File: config.mk
export PLATFORM = sky130hd
export DESIGN_NAME = prio_update_bank
export DESIGN_NICKNAME = d
export VERILOG_FILES = /design/src/rtl/prio_update_pkg.sv /design/src/rtl/prio_update_chan.sv /design/src/rtl/prio_update_bank.sv
export SDC_FILE = /design/constraint.sdc
export NUM_CORES = 1
export LEC_CHECK = 0
export CAP_MARGIN = 10
export CORE_MARGIN = 2
export CORE_UTILIZATION = 48
export CTS_CLUSTER_DIAMETER = 30
export DETAILED_ROUTE_END_ITERATION = 12
export GPL_ROUTABILITY_DRIVEN = 0
export PLACE_DENSITY = 0.78
export SETUP_SLACK_MARGIN = 0.15
export SLEW_MARGIN = 25
export SYNTH_ARGS = -nofsm -noshare
export SYNTH_HDL_FRONTEND = slang
export SYNTH_SLANG_ARGS = --single-unit
File: constraint.sdc
create_clock -name CLK -period 2.2 [get_ports CLK]
set_input_delay 0.44 -clock CLK [delete_from_list [all_inputs] [get_ports CLK]]
set_output_delay 0.44 -clock CLK [all_outputs]
set_load 0.1 [all_outputs]
File: src/rtl/prio_update_pkg.sv
// prio_update_pkg: mode encodings and freeze FSM state shared by the update bank
package prio_update_pkg;
  localparam logic [1:0] MODE_HOLD = 2'b00;
  localparam logic [1:0] MODE_LOAD = 2'b01;
  localparam logic [1:0] MODE_ACC  = 2'b10;
  localparam logic [1:0] MODE_OR   = 2'b11;
  typedef enum logic {IDLE, HOLD} state_t;
endpackage

File: src/rtl/prio_update_chan.sv
// prio_update_chan: one channel register with sticky accumulate overflow and clear > freeze > load > mode priority
module prio_update_chan
  import prio_update_pkg::*;
#(
  parameter int WIDTH = 8
) (
  input  logic             clk,
  input  logic             rst,
  input  logic             clr,
  input  logic             load,
  input  logic             en,
  input  logic [1:0]       mode,
  input  logic [WIDTH-1:0] in,
  input  logic             frozen,
  output logic [WIDTH-1:0] q,
  output logic             ovf
);
  logic [WIDTH:0]   sum;
  logic [WIDTH-1:0] nxt;
  logic             ovf_set;
  always_comb begin
    sum     = {1'b0, q} + {1'b0, in};
    nxt     = load ? in : !en ? q : mode == MODE_LOAD ? in : mode == MODE_ACC ? sum[WIDTH-1:0] : mode == MODE_OR ? (q | in) : q;
    ovf_set = !load && en && mode == MODE_ACC && sum[WIDTH];
  end
  // clear is deliberately ahead of the freeze so software can scrub a channel mid-window
  always_ff @(posedge clk) begin
    if (rst || clr) begin
      q   <= '0;
      ovf <= 1'b0;
    end else if (!frozen) begin
      q   <= nxt;
      ovf <= ovf | ovf_set;
    end
  end
endmodule

File: src/rtl/prio_update_bank.sv
// prio_update_bank: NCH prioritised update channels plus a global freeze window FSM
module prio_update_bank
  import prio_update_pkg::*;
#(
  parameter int WIDTH    = 8,
  parameter int NCH      = 4,
  parameter int HOLD_CYC = 4
) (
  input  logic                 CLK,
  input  logic                 RST,
  input  logic                 EN,
  input  logic [NCH-1:0]       CLR,
  input  logic [NCH-1:0]       LOAD,
  input  logic [2*NCH-1:0]     MODE,
  input  logic [NCH*WIDTH-1:0] IN,
  input  logic                 ARM,
  output logic [NCH*WIDTH-1:0] OUT,
  output logic [NCH-1:0]       OVF,
  output logic                 BUSY,
  output logic                 DONE
);
  localparam int CW = $clog2(HOLD_CYC + 1);
  if (HOLD_CYC < 1) begin : g_bad_hold
    $error("prio_update_bank: HOLD_CYC must be at least 1");
  end
  state_t        state, state_nxt;
  logic [CW-1:0] cnt, cnt_nxt;
  logic          done_nxt;
  // ARM while frozen is dropped; cnt counts the remaining HOLD cycles down to zero
  always_comb begin
    state_nxt = state == IDLE ? (ARM ? HOLD : IDLE) : (cnt == '0 ? IDLE : HOLD);
    cnt_nxt   = state == IDLE ? (ARM ? CW'(HOLD_CYC - 1) : cnt) : (cnt == '0 ? cnt : cnt - CW'(1));
    done_nxt  = state == HOLD && cnt == '0;
  end
  always_ff @(posedge CLK) begin
    if (RST) begin
      state <= IDLE;
      cnt   <= '0;
      DONE  <= 1'b0;
    end else begin
      state <= state_nxt;
      cnt   <= cnt_nxt;
      DONE  <= done_nxt;
    end
  end
  assign BUSY = state == HOLD;
  genvar i;
  for (i = 0; i < NCH; i++) begin : g_ch
    prio_update_chan #(.WIDTH(WIDTH)) u_ch (
      .clk   (CLK),
      .rst   (RST),
      .clr   (CLR[i]),
      .load  (LOAD[i]),
      .en    (EN),
      .mode  (MODE[2*i +: 2]),
      .in    (IN[WIDTH*i +: WIDTH]),
      .frozen(BUSY),
      .q     (OUT[WIDTH*i +: WIDTH]),
      .ovf   (OVF[i])
    );
  end
endmodule

Yosys cells after proc, flatten, opt, wreduce, memory -nomap -nowiden
Cells that the tools add are included.
{"block": "op_classes", "n_mul": 0, "n_div": 0, "n_mux": 26, "eq_ne": 13, "shifts": 0, "reduce_logical": 36, "n_bitwise": 9, "magnitude_cmp": 0, "add_sub_neg": 5}
{"operator": "two-way mux 8 bit", "n": 20}
{"operator": "adder 8 x 8 -> 9 bit", "n": 4}
{"operator": "bitwise OR 8 bit", "n": 4}
{"operator": "equality test 2 bit, second input constant", "n": 8}
{"operator": "nonzero test 4 bit", "n": 4}
{"operator": "logical AND 1 bit", "n": 13}
{"operator": "AND reduction 3 bit", "n": 4}
{"operator": "nonzero test 2 bit", "n": 5}
{"operator": "two-way mux 3 bit", "n": 3}
{"operator": "equality test 2 x 1 -> 1 bit, second input constant", "n": 4}
{"operator": "logical NOT 1 bit", "n": 4}
{"operator": "logical OR 1 bit", "n": 4}
{"operator": "bitwise OR 1 bit", "n": 4}
{"operator": "logical NOT 3 bit", "n": 1}
{"operator": "two-way mux 1 bit", "n": 3}
{"operator": "subtractor 3 x 1 -> 3 bit, second input constant", "n": 1}
{"operator": "inequality test 2 bit, second input constant", "n": 1}
{"operator": "AND reduction 2 bit", "n": 1}
{"operator": "inverter 1 bit", "n": 1}
{"block": "word_totals", "mem_bits_ro": 0, "latch_bits": 0, "register_bits": 41, "mem_count": 0, "word_cells": 100, "in_bits": 52, "out_inout_bits": 38, "ramBits": 0}

Depth between registers and ports, before layout
{"block": "depth", "word_depth": 6, "depth_mapped": 8, "ltp_nobuf": 8}

Modules after synthesis
A second synthesis with hierarchy kept.
{"block": "hier_totals", "cells_unflattened": 548, "hier_area_um2": 4380.5}
{"mod": "prio_update_chan (g_ch[0].u_ch ...)", "area_each_um2": 1041.0, "cells_each": 132, "instances": 3, "seq_area_each_um2": 180.2}
{"mod": "prio_update_chan (g_ch[3].u_ch)", "area_each_um2": 1038.5, "cells_each": 131, "instances": 1, "seq_area_each_um2": 180.2}
{"mod": "prio_update_bank", "area_each_um2": 219.0, "cells_each": 21, "instances": 1, "seq_area_each_um2": 100.1}

Worst setup path after synthesis
No wires, ideal clock.
{"block": "synth_timing", "path_kind": "register -> register", "start": "reg g_ch[3].u_ch.q[0]", "end": "reg g_ch[3].u_ch.q[6]", "t_arrival_ns": 2.698, "period_less_slack_ns": 2.793, "setup_ns": 0.095, "path_stages_with_launch": 9, "setup_slack_ns": -0.593, "required_time_ns": 2.105, "path_buffers": 0, "path_cell_list": "dfxtp_1 -> ha_1 -> inv_1 -> fa_1 -> nor2b_4 -> o311ai_1 -> a2111oi_2 -> o31ai_1 -> a221oi_1"}
{"block": "synth_via", "elab_chain_len": 5}
{"item": "start: declaration", "line": "prio_update_chan.sv:15", "rtl": "output logic [WIDTH-1:0] q,"}
{"item": "start signal: assignment", "line": "prio_update_chan.sv:32", "rtl": "q <= nxt;"}
{"item": "adder 8 x 8 -> 9 bit", "line": "prio_update_chan.sv:22", "rtl": "sum = {1'b0, q} + {1'b0, in};"}
{"item": "two-way mux 8 bit (4 in series)", "line": "prio_update_chan.sv:23", "rtl": "nxt = load ? in : !en ? q : mode == MODE_LOAD ? in : mode == MODE_ACC ? sum[WIDTH-1:0] : mode == MODE_OR ? (q ..."}
No other way between the ends. The select of a mux whose other input is x is not followed.
A chain may end at the register's enable or synchronous reset.

Worst setup path in the final report
Same ends and word-level chain as after synthesis.

==> metrics.md <==
| Metric | Value |
|---|---|
| CTS H-tree depth | 2 |
| Leak Pwr | 2.89 nW |
| YS warnings | 0 |
| Dpl hpwl | approximately 9.8 mm |
| Most common cell after layout, fill and taps aside | buf_4 |
| Dominant cells by area after synthesis | ha_1 (19%), dfxtp_1 (19%), inv_1 (7.1%) |
| Clock latency on the worst-skew pair | 0.30 ns |
| Clk buf depth | 2 |
| First-pass DRT Iterations | 5 |
| GRT overflow | 0 |
| Critical path arrival | around 2.3 ns |
| Total die area | ~10000 µm² |
| Final #Nets | 840 |
| DRC viols | 0 |
| Leading cell types in the layout, fill and taps excluded | buf_4 (127), inv_1 (69), ha_1 (45), nor2_1 (37), a21oi_1 (35) |
| Largest net degree at the start of global routing | 20 |
| Drt wl/cell | about 16 µm |
| Avg Cell Area, Syn | 7.93 µm² |
| RR Endpoint | g_ch[3].u_ch.q[6] |
| # diodes | 0 |
| Skew final | 0.0171 ns |
| Register area | 900 µm² |
| CP max FO | 3 |
| Max cap viols | 0 |
| Total global-route track usage | 25.9% |
| Slew Limit Fails | 0 |
| VDD IR max | 0.000284 V |
| Unrepaired setup endpoints after global routing | true |
| Post-route ant nets | 0 |
| Area grow syn2layout | 47.5% |
| Post-DR vias/cell | 5.70 |
| Max transition margin | 70.4% |
| Worst Hold Depth | 2 |
| Post-Route WL | 13.2 mm |
| Worst Setup Path Type | reg2reg |
| DR iter-0 viols | approximately 160 |
| Post-synth EDFFs | 0 |
| Core area | ~9000 µm² |
| Fill count | 642 |
| Number of global-route vias before repair | ~4700 |
| CP required | 2.40 ns |
| Crit. End Element | flop |
| Tot Pwr | between 3 and 4 mW |
| Status | finished, final reports clean |
| Ys async rst share | 0% |
| Hold violation count in the final report | 0 |
| Die extent in y | between 90 and 100 µm |
| Antenna violations before repair | 0 |
| Syn Inst Count | 556 |
| Clock sinks | roughly 40 |
| Std-Cell Rows | 34 |
| Final period util | between 90% and 100% |
| Synth area leader | ha_1 |
| Share of layout cells above drive strength 1 | 35.0% |
| Hold WC Path Type | reg2reg |
| CTS tree | yes |
| Worst Hold Path EP | g_ch[3].u_ch.ovf |
| Syn Nets | 678 |
| Register area share after synthesis | 18.6% |
| Seq cells post-synth | 41 |
| Area share of the largest cell type after synthesis | around a fifth |
| Worst hold margin | 0.469 ns |
| Worst slew pin tran | 0.438 ns |
| Prevailing post-synth register cell | dfxtp_1 |
| CTS Hold Bufs | 0 |
| Boundary pin count | 90 |
| Fin crit period | 2.05 ns |
| # setup viols final | 0 |
| Num CTS Buffers | 5 |
| Dpl cells | about 810 |
| Area of the multi-input gates | 3550 µm² |
| Clk slew on worst S/H paths | 0.09 ns |
| Buffers on Ports | 89 |
| Post-synth cell types | 71 |
| Pwr per Cell Area | 470 nW/µm² |
| Worst Reg-to-Reg Cells | 8 |
| Initial core utilization | 50.1% |
| Fmax | between 400 and 500 MHz |
| DR vias | approximately 4700 |
| Finished Layout Cells | 827 |
| Hold_sp | g_ch[3].u_ch.ovf |
| Reg2reg start | g_ch[3].u_ch.q[0] |
| First-pass GRT wire length | 21.4 mm |
| Root Driver | clkbuf_8 |
| Cell Area, Synth | 4410 µm² |
| CP Launch Type | flop |
| Die Width | 99.8 µm |
| Setup slack, reg-to-reg | 0.15 ns |
==> sequential cells by signal, indices dropped and copies added, names as in the netlist <==
signal	cells
BUSY	1
DONE	1
cnt	3
g_ch.u_ch.ovf	4
g_ch.u_ch.q	32
==> cell usage after synthesis (10+ instances only) <==
| cell type | count |
|---|---|
| inv_1 | 83 |
| ha_1 | 66 |
| dfxtp_1 | 41 |
| nor2_1 | 40 |
| a21oi_1 | 37 |
| nand2_1 | 29 |
| o211ai_1 | 23 |
| nor3_1 | 20 |
| o21ai_0 | 17 |
| mux2i_1 | 15 |
| xor2_1 | 13 |
| nand2b_1 | 12 |
| a211oi_1 | 10 |
| nor2b_1 | 10 |
==> routing by layer <==
layer	part of all wire, %	wire length, µm	vias up	GRT usage, %
met5	0	0	-	0
met4	1.3	170	0	6.32
met3	5.5	727	18	3.41
met2	53	6950	151	47.8
met1	41	5340	2261	31.9
li1	-	-	2284	-
==> worst max-delay path, stage by stage (launching register included) <==
cell       delay [ns]
dfxtp_4          0.37
ha_4             0.12
inv_1            0.05
fa_2             0.37
nor2b_4          0.16
o311ai_4         0.12
a2111oi_4        0.39
o31ai_1          0.12
a221oi_1         0.28
==> per-stage QoR <==
step | util, % | setup TNS [ns] | cell area (µm²) | setup WS [ns]
finish | 73.8 | 0 | 6500 | 0.149
global route | 73.8 | -0.00306 | 6500 | -0.00306
detailed placement | 69.2 | -6.69 | 6100 | -0.521
CTS | 72.3 | 0 | 6370 | 0.113
floorplan | - | 0 | 4640 | 0.0385
global placement | 69.2 | -5.55 | 6100 | -0.411
==> worst max path at each step <==
stage,startpoint,endpoint,slack [ns],depth (start not counted)
2_1_floorplan,g_ch[3].u_ch.q[6],g_ch[3].u_ch.q[6],0.04,5
6_report,g_ch[3].u_ch.q[0],g_ch[3].u_ch.q[6],0.15,8
4_1_cts,IN[24],g_ch[3].u_ch.q[6],0.11,9
5_1_grt,g_ch[3].u_ch.q[0],g_ch[3].u_ch.q[6],-0.003,8
3_5_place_dp,IN[24],g_ch[3].u_ch.q[6],-0.52,9
3_3_place_gp,IN[24],g_ch[3].u_ch.q[6],-0.41,9
==> report_power, final <==
| part | internal [mW] | leakage, nW | switching [mW] |
|---|---|---|---|
| sequential | 0.783 | 0.353 | 0.0555 |
| combinational | 0.602 | 2.47 | 0.861 |
| clock | 0.452 | 0.0681 | 0.304 |
==> what timing repair did <==
action	CTS	global route
buffers inserted	3	3
gates resized for setup	43	28
pin swaps	21	11
setup endpoints to repair	19	22
==> area by class of cell <==
cell class	count	area share (%)
timing repair buffer	179	22.6
inverter	83	4.83
clock buffer	5	1.06
sequential	41	13.8
clock inverter	3	1.00
multi-input combinational	408	54.6
tap	108	2.08
==> cell families (layout without fill, tap and decap cells) <==
kind of cell,after synthesis,after routing,synth area share [%]
compound gates,154,154,26.2
simple gates,147,147,17.0
buf+inv,107,270,9.71
fa+ha+maj,70,70,20.6
flops,41,41,18.6
xor+xnor,19,19,3.78
mux,18,18,4.17
(Power assumes the default switching activity.)
